===== src/rtl/dmem_port_arbiter_if.sv =====
// Bundle of the two requester ports and the DataMemory port around the arbiter.
// The arbiter takes the slave view; requesters and memory take the master view.
interface dmem_port_arbiter_if #(
  parameter int N = 64
);
  localparam int BYTES = N / 8;

  // Port 0: core LSU
  logic             p0_valid;
  logic             p0_ready;
  logic             p0_write;
  logic [N-1:0]     p0_addr;
  logic [N-1:0]     p0_wdata;
  logic [BYTES-1:0] p0_wmask;
  logic             p0_rvalid;
  logic [N-1:0]     p0_rdata;

  // Port 1: debug/DMA master
  logic             p1_valid;
  logic             p1_ready;
  logic             p1_write;
  logic [N-1:0]     p1_addr;
  logic [N-1:0]     p1_wdata;
  logic [BYTES-1:0] p1_wmask;
  logic             p1_rvalid;
  logic [N-1:0]     p1_rdata;

  // DataMemory side
  logic             mem_writeEnable;
  logic [N-1:0]     mem_address;
  logic [N-1:0]     mem_writeData;
  logic [BYTES-1:0] mem_writeMask;
  logic [N-1:0]     mem_readDatabus;

  modport slave (
    input  p0_valid, p0_write, p0_addr, p0_wdata, p0_wmask,
    output p0_ready, p0_rvalid, p0_rdata,
    input  p1_valid, p1_write, p1_addr, p1_wdata, p1_wmask,
    output p1_ready, p1_rvalid, p1_rdata,
    output mem_writeEnable, mem_address, mem_writeData, mem_writeMask,
    input  mem_readDatabus
  );

  modport master (
    output p0_valid, p0_write, p0_addr, p0_wdata, p0_wmask,
    input  p0_ready, p0_rvalid, p0_rdata,
    output p1_valid, p1_write, p1_addr, p1_wdata, p1_wmask,
    input  p1_ready, p1_rvalid, p1_rdata,
    input  mem_writeEnable, mem_address, mem_writeData, mem_writeMask,
    output mem_readDatabus
  );
endinterface


===== src/rtl/dmem_port_arbiter.sv =====
// Two-requester arbiter for the single DataMemory port. Round-robin with
// bounded bursts, combinational grant, one-cycle registered read response.
module dmem_port_arbiter #(
  parameter int N         = 64,
  parameter int MAX_BURST = 4
) (
  input  logic                  clk,
  input  logic                  rst,
  dmem_port_arbiter_if.slave    bus
);
  localparam int BYTES = N / 8;
  localparam int CW    = $clog2(MAX_BURST + 1);
  localparam logic [CW-1:0] BURST_MAX = CW'(MAX_BURST);

  typedef enum logic [1:0] {IDLE, OWN0, OWN1} state_t;

  state_t          state_q, state_d;
  logic [CW-1:0]   burst_q, burst_d;
  logic            last_q, last_d;
  logic            rv0_q, rv1_q;
  logic [N-1:0]    rdata0_q, rdata1_q;

  logic            gnt_vld;
  logic            gnt;
  logic            xfer;
  logic            gnt_write;

  // Burst counter stops at MAX_BURST while the owner keeps an uncontested grant.
  function automatic logic [CW-1:0] sat_inc(input logic [CW-1:0] c);
    return (c >= BURST_MAX) ? BURST_MAX : c + CW'(1);
  endfunction

  // Owner/burst state and last-grant pointer.
  always_ff @(posedge clk) begin
    if (rst) begin
      state_q <= IDLE;
      burst_q <= '0;
      last_q  <= 1'b1;
    end else begin
      state_q <= state_d;
      burst_q <= burst_d;
      last_q  <= last_d;
    end
  end

  // Grant selection, memory mux, handshake outputs and next state.
  always_comb begin
    gnt_vld             = 1'b0;
    gnt                 = 1'b0;
    state_d             = IDLE;
    burst_d             = '0;
    last_d              = last_q;
    bus.p0_ready        = 1'b0;
    bus.p1_ready        = 1'b0;
    bus.mem_writeEnable = 1'b0;
    bus.mem_address     = '0;
    bus.mem_writeData   = '0;
    bus.mem_writeMask   = '0;
    gnt_write           = 1'b0;

    // Current owner keeps the port until its burst is spent and the other side waits.
    if (state_q == OWN0 && bus.p0_valid && (burst_q < BURST_MAX || !bus.p1_valid)) begin
      gnt_vld = 1'b1;
      gnt     = 1'b0;
    end else if (state_q == OWN1 && bus.p1_valid && (burst_q < BURST_MAX || !bus.p0_valid)) begin
      gnt_vld = 1'b1;
      gnt     = 1'b1;
    end else if (bus.p0_valid && bus.p1_valid) begin
      gnt_vld = 1'b1;
      gnt     = ~last_q;
    end else if (bus.p0_valid) begin
      gnt_vld = 1'b1;
      gnt     = 1'b0;
    end else if (bus.p1_valid) begin
      gnt_vld = 1'b1;
      gnt     = 1'b1;
    end

    xfer = gnt_vld & ~rst;

    if (xfer) begin
      if (gnt) begin
        bus.p1_ready        = 1'b1;
        gnt_write           = bus.p1_write;
        bus.mem_writeEnable = bus.p1_write & (|bus.p1_wmask);
        bus.mem_address     = bus.p1_addr;
        bus.mem_writeData   = bus.p1_wdata;
        bus.mem_writeMask   = bus.p1_wmask;
      end else begin
        bus.p0_ready        = 1'b1;
        gnt_write           = bus.p0_write;
        bus.mem_writeEnable = bus.p0_write & (|bus.p0_wmask);
        bus.mem_address     = bus.p0_addr;
        bus.mem_writeData   = bus.p0_wdata;
        bus.mem_writeMask   = bus.p0_wmask;
      end
      state_d = gnt ? OWN1 : OWN0;
      last_d  = gnt;
      if ((gnt && state_q == OWN1) || (!gnt && state_q == OWN0)) begin
        burst_d = sat_inc(burst_q);
      end else begin
        burst_d = CW'(1);
      end
    end
  end

  // Load response: capture memory data at the transfer edge, pulse rvalid next cycle.
  always_ff @(posedge clk) begin
    if (rst) begin
      rv0_q    <= 1'b0;
      rv1_q    <= 1'b0;
      rdata0_q <= '0;
      rdata1_q <= '0;
    end else begin
      rv0_q <= xfer & ~gnt & ~gnt_write;
      rv1_q <= xfer &  gnt & ~gnt_write;
      if (xfer && !gnt && !gnt_write) rdata0_q <= bus.mem_readDatabus;
      if (xfer &&  gnt && !gnt_write) rdata1_q <= bus.mem_readDatabus;
    end
  end

  // Reset masks responses immediately, including one already in flight.
  always_comb begin
    bus.p0_rvalid = rv0_q & ~rst;
    bus.p1_rvalid = rv1_q & ~rst;
    bus.p0_rdata  = rst ? '0 : rdata0_q;
    bus.p1_rdata  = rst ? '0 : rdata1_q;
  end

endmodule


===== src/flat_wrapper.sv =====
// flat-port wrapper written by rule: the top's interface ports become plain ports
module dmem_port_arbiter_flat 
#(
  parameter int N         = 64,
  parameter int MAX_BURST = 4
)
  (clk, rst, bus_p0_valid, bus_p0_write, bus_p0_addr, bus_p0_wdata, bus_p0_wmask, bus_p0_ready, bus_p0_rvalid, bus_p0_rdata, bus_p1_valid, bus_p1_write, bus_p1_addr, bus_p1_wdata, bus_p1_wmask, bus_p1_ready, bus_p1_rvalid, bus_p1_rdata, bus_mem_writeEnable, bus_mem_address, bus_mem_writeData, bus_mem_writeMask, bus_mem_readDatabus);
  dmem_port_arbiter_if #(.N(N)) bus_i ();
  input  logic clk;
  input  logic rst;
  input wire logic [$bits(bus_i.p0_valid)-1:0] bus_p0_valid;
  input wire logic [$bits(bus_i.p0_write)-1:0] bus_p0_write;
  input wire logic [$bits(bus_i.p0_addr)-1:0] bus_p0_addr;
  input wire logic [$bits(bus_i.p0_wdata)-1:0] bus_p0_wdata;
  input wire logic [$bits(bus_i.p0_wmask)-1:0] bus_p0_wmask;
  output wire logic [$bits(bus_i.p0_ready)-1:0] bus_p0_ready;
  output wire logic [$bits(bus_i.p0_rvalid)-1:0] bus_p0_rvalid;
  output wire logic [$bits(bus_i.p0_rdata)-1:0] bus_p0_rdata;
  input wire logic [$bits(bus_i.p1_valid)-1:0] bus_p1_valid;
  input wire logic [$bits(bus_i.p1_write)-1:0] bus_p1_write;
  input wire logic [$bits(bus_i.p1_addr)-1:0] bus_p1_addr;
  input wire logic [$bits(bus_i.p1_wdata)-1:0] bus_p1_wdata;
  input wire logic [$bits(bus_i.p1_wmask)-1:0] bus_p1_wmask;
  output wire logic [$bits(bus_i.p1_ready)-1:0] bus_p1_ready;
  output wire logic [$bits(bus_i.p1_rvalid)-1:0] bus_p1_rvalid;
  output wire logic [$bits(bus_i.p1_rdata)-1:0] bus_p1_rdata;
  output wire logic [$bits(bus_i.mem_writeEnable)-1:0] bus_mem_writeEnable;
  output wire logic [$bits(bus_i.mem_address)-1:0] bus_mem_address;
  output wire logic [$bits(bus_i.mem_writeData)-1:0] bus_mem_writeData;
  output wire logic [$bits(bus_i.mem_writeMask)-1:0] bus_mem_writeMask;
  input wire logic [$bits(bus_i.mem_readDatabus)-1:0] bus_mem_readDatabus;
  assign bus_i.p0_valid = bus_p0_valid;
  assign bus_i.p0_write = bus_p0_write;
  assign bus_i.p0_addr = bus_p0_addr;
  assign bus_i.p0_wdata = bus_p0_wdata;
  assign bus_i.p0_wmask = bus_p0_wmask;
  assign bus_p0_ready = bus_i.p0_ready;
  assign bus_p0_rvalid = bus_i.p0_rvalid;
  assign bus_p0_rdata = bus_i.p0_rdata;
  assign bus_i.p1_valid = bus_p1_valid;
  assign bus_i.p1_write = bus_p1_write;
  assign bus_i.p1_addr = bus_p1_addr;
  assign bus_i.p1_wdata = bus_p1_wdata;
  assign bus_i.p1_wmask = bus_p1_wmask;
  assign bus_p1_ready = bus_i.p1_ready;
  assign bus_p1_rvalid = bus_i.p1_rvalid;
  assign bus_p1_rdata = bus_i.p1_rdata;
  assign bus_mem_writeEnable = bus_i.mem_writeEnable;
  assign bus_mem_address = bus_i.mem_address;
  assign bus_mem_writeData = bus_i.mem_writeData;
  assign bus_mem_writeMask = bus_i.mem_writeMask;
  assign bus_i.mem_readDatabus = bus_mem_readDatabus;
  dmem_port_arbiter #(.N(N), .MAX_BURST(MAX_BURST)) u_core (.clk(clk), .rst(rst), .bus(bus_i));
endmodule

===== config.mk =====
export PLATFORM = sky130hd
export DESIGN_NAME = dmem_port_arbiter_flat
export DESIGN_NICKNAME = d
export VERILOG_FILES = /design/src/rtl/dmem_port_arbiter_if.sv /design/src/rtl/dmem_port_arbiter.sv /design/src/flat_wrapper.sv
export SDC_FILE = /design/constraint.sdc
export NUM_CORES = 1
export LEC_CHECK = 0
export CORE_AREA = 2 2 239 241
export CTS_CLUSTER_DIAMETER = 60
export CTS_CLUSTER_SIZE = 24
export DETAILED_ROUTE_END_ITERATION = 16
export DIE_AREA = 0 0 241 243
export HOLD_SLACK_MARGIN = 0.03
export PLACE_DENSITY_LB_ADDON = 0.1
export SLEW_MARGIN = 0
export SYNTH_ARGS = -nofsm -noshare
export SYNTH_HDL_FRONTEND = slang
export SYNTH_SLANG_ARGS = --single-unit

===== constraint.sdc =====
create_clock -name clk -period 3.63 [get_ports clk]
set_input_delay 1.089 -clock clk [delete_from_list [all_inputs] [get_ports clk]]
set_output_delay 1.089 -clock clk [all_outputs]
set_load 0.02 [all_outputs]

==> out/qor.csv <==
stage;metric;value;unit
synthesis;top cell type's share of synthesized area;0.3117;
timing;Worst-Margin Slew;1.093;ns
die;Ports;611;
clock_tree;clock root cell;clkbuf_16;
place;PortBufs;610;
synthesis;sequential-to-total area share from yosys stat;0.3117;
synthesis;Yosys warning count;0;
drt;Post-DRT Antenna Nets;0;
timing;f_max;0.2783;GHz
power_and_ir_drop;VDD IR max;0.3127;mV
die;Die Area;58560;sq um
timing;fraction of the cycle the final worst path needs;0.9899;
drt;Routed WL per cell;22.67;um
clock_tree;CTS clk-pin slew, worst paths;0.06;ns
final_layout;Post-Layout Cell Count;2622;
timing;Worst slew margin;0.2685;
clock_tree;CTS tree;built;
timing;final hold viol count;0;
final_layout;commonest non-fill, non-tap cell in the layout;clkdlybuf4s50_1;
global_route;M2 GR Usage;0.3429;
setup_path;r2r setup slk;1.14;ns
setup_path;Setup Crit Path Kind;primary input to primary output;
clock_tree;CTS buffer count;17;
drt;Residual DRC;0;
clock_tree;CTS H-Tree Depth;4;
die;Initial Util;0.1561;
die;Die Height;243;um
timing;final number of setup-violating endpoints;0;
global_route;grt met3 use;0.06733;
timing;Final Max Tran Viols;0;
timing;RSZ-0062 raised after global routing;true;
final_layout;commonest non-fill, non-tap cells in the layout;clkdlybuf4s50_1 (444), nor2b_1 (197), o21ai_0 (193), nand3_1 (188), a21oi_1 (177);
global_route;met1 Use GR;0.2112;
drt;drt pass-1 iters;5;
timing;hold_ws;0.4689;ns
global_route;grt ovf;0;
die;FP Rows;87;
clock_tree;Clk Latency, worst-skew pair;0.43;ns
die;Die Width;241;um
power_and_ir_drop;Leak Pwr;0.007050;uW
power_and_ir_drop;Power Dens Cells;290.1;nW/um^2
timing;Layout Skew;0.01295;ns
worst_hold_path;Hold Path Class;flop to flop;
drt;Vias;11359;
final_layout;Final nets;2176;
global_route;maximum number of pins on one net before global-route repair;66;
final_layout;share of layout cells above drive strength 1;0.2374;
timing;Final min period;3.593;ns
global_route;vias in the first global route;11577;
synthesis;dominant cell type by area after synthesis;dfxtp_1;
setup_path;Worst EP required;2.54;ns
setup_path;Crit Path Max Fanout;24;
final_layout;fin util;0.3196;
synthesis;mapped cell area;8736;sq um
place;GPL Wtd Cong;0.9732;
final_layout;Fill cells;6109;
final_layout;area delta synth->final;104.7;%
global_route;first-pass GRT wire length;82950;um
run_status;status;finished clean;
job;max_cap viols;0;
global_route;grt peak-use layer;met2;
synthesis;synth unique cells;32;
place;DPL Wire Length;43520;um
clock_tree;# clock sinks;136;
place;Cells after DPL;2521;
global_route;initial antenna violation count;29;
synthesis;Syn Nets;1531;
synthesis;mean post-synth cell area;7.360;sq um
synthesis;Cells after Synth;1187;
drt;routed wire length;59450;um
drt;vias per std cell;4.332;
final_layout;area of the multi-input gates;5724;sq um
power_and_ir_drop;Power Total;5189;uW
setup_path;Worst EP arrival;2.50;ns
global_route;total track usage;0.1947;
setup_path;crit end category;primary output;
synthesis;ranking of synthesized cells by area;dfxtp_1 (31%), nor2b_1 (14%), a21oi_1 (12%), nand3_1 (12%), o21ai_0 (11%);
setup_path;element type at the critical path start;primary input;
clock_tree;deepest clock path buffer count;2;
drt;DR iter-0 viols;507;
final_layout;FF/Latch Area;2723;sq um
synthesis;Seq cells post-synth;136;
die;Core Box Area;55950;sq um
worst max-delay path, cell delays in order:
cell	delay [ns]
buf_6	0.10
o211ai_1	0.08
buf_4	0.17
buf_12	0.10
nand2_8	0.07
buf_4	0.15
buf_12	0.15
o21ai_0	0.31
a21oi_1	0.11
buf_2	0.17
logic make-up after synthesis:
kind of cell / synth area share
simple gates: 0.2698
compound gates: 0.2429
buf+inv: 0.06918
flops: 0.3117
mux: 0.1036
fa+ha+maj: 0.002864
per-layer routing:
layer,up-vias,wire [um]
li1,5487,-
met1,5358,22100
met2,436,30830
met3,70,5024
met4,8,1445
met5,-,51
stage by stage:
stage / area, sq um / TNS (ns) / worst slack (ns)
floorplan: 8736 / 0 / 0.05403
global placement: 16560 / -86.34 / -0.9097
detailed placement: 16560 / -88.47 / -0.9139
CTS: 17680 / 0 / 0.002070
global route: 17880 / -0.3376 / -0.02994
finish: 17880 / 0 / 0.03660
synthesized netlist by cell type:
cell type / number
a21boi_0: 1
a21oi_1: 204
a22oi_1: 1
and2_1: 2
and3b_1: 1
buf_1: 10
buf_2: 6
buf_6: 6
clkbuf_1: 119
dfxtp_1: 136
ha_1: 2
inv_1: 6
mux2_1: 12
mux2_2: 3
mux2_4: 49
nand2_1: 3
nand3_1: 201
nor2_1: 9
nor2b_1: 198
nor3_1: 1
nor4_1: 4
nor4b_1: 1
o2111ai_1: 1
o211ai_1: 2
o21a_1: 2
o21ai_0: 200
o21ai_1: 2
o21ba_2: 1
o21bai_1: 1
o311a_1: 1
o311ai_1: 1
or4_1: 1
path summary, 6_finish.rpt:
kind | start | to | cells past startpoint
max | bus_p0_valid | bus_mem_writeData[16] | 10
min | u_core.rdata0_q[46]$_SDFFE_PP0P_ | u_core.rdata0_q[46]$_SDFFE_PP0P_ | 2
max reg2reg | u_core.last_q$_SDFFE_PP1N_ | u_core.rdata0_q[48]$_SDFFE_PP0P_ | 6
min reg2reg | u_core.rdata0_q[46]$_SDFFE_PP0P_ | u_core.rdata0_q[46]$_SDFFE_PP0P_ | 2
what timing repair did:
| item | CTS | global route |
|---|---|---|
| cloned | 13 | 2 |
| hold buffers | 0 | 0 |
| pin swaps | 13 | 14 |
| setup endpoints to repair | 152 | 84 |
| buffers inserted | 29 | 8 |
| resized for setup | 531 | 77 |
state kept, by name, summed over array words and instances (netlist names):
signal,count
u_core.burst_q,3
u_core.state_q,2
u_core.rv0_q,1
u_core.last_q,1
u_core.rdata1_q,64
u_core.rv1_q,1
u_core.rdata0_q,64
layout make-up:
type	count	share of cell area
well taps	756	0.05289
multi-input cells	904	0.3201
inverters	6	0.001259
clock buffers	20	0.02554
clock inverters	12	0.005247
diodes	21	0.002938
flip-flops and latches	136	0.1522
repair buffers	767	0.4398
power by group:
group          switching [uW]  internal [uW]
combinational             959            999
sequential               19.2           1540
clock                     752            917
No activity file was read; power rests on OpenSTA's default activity.
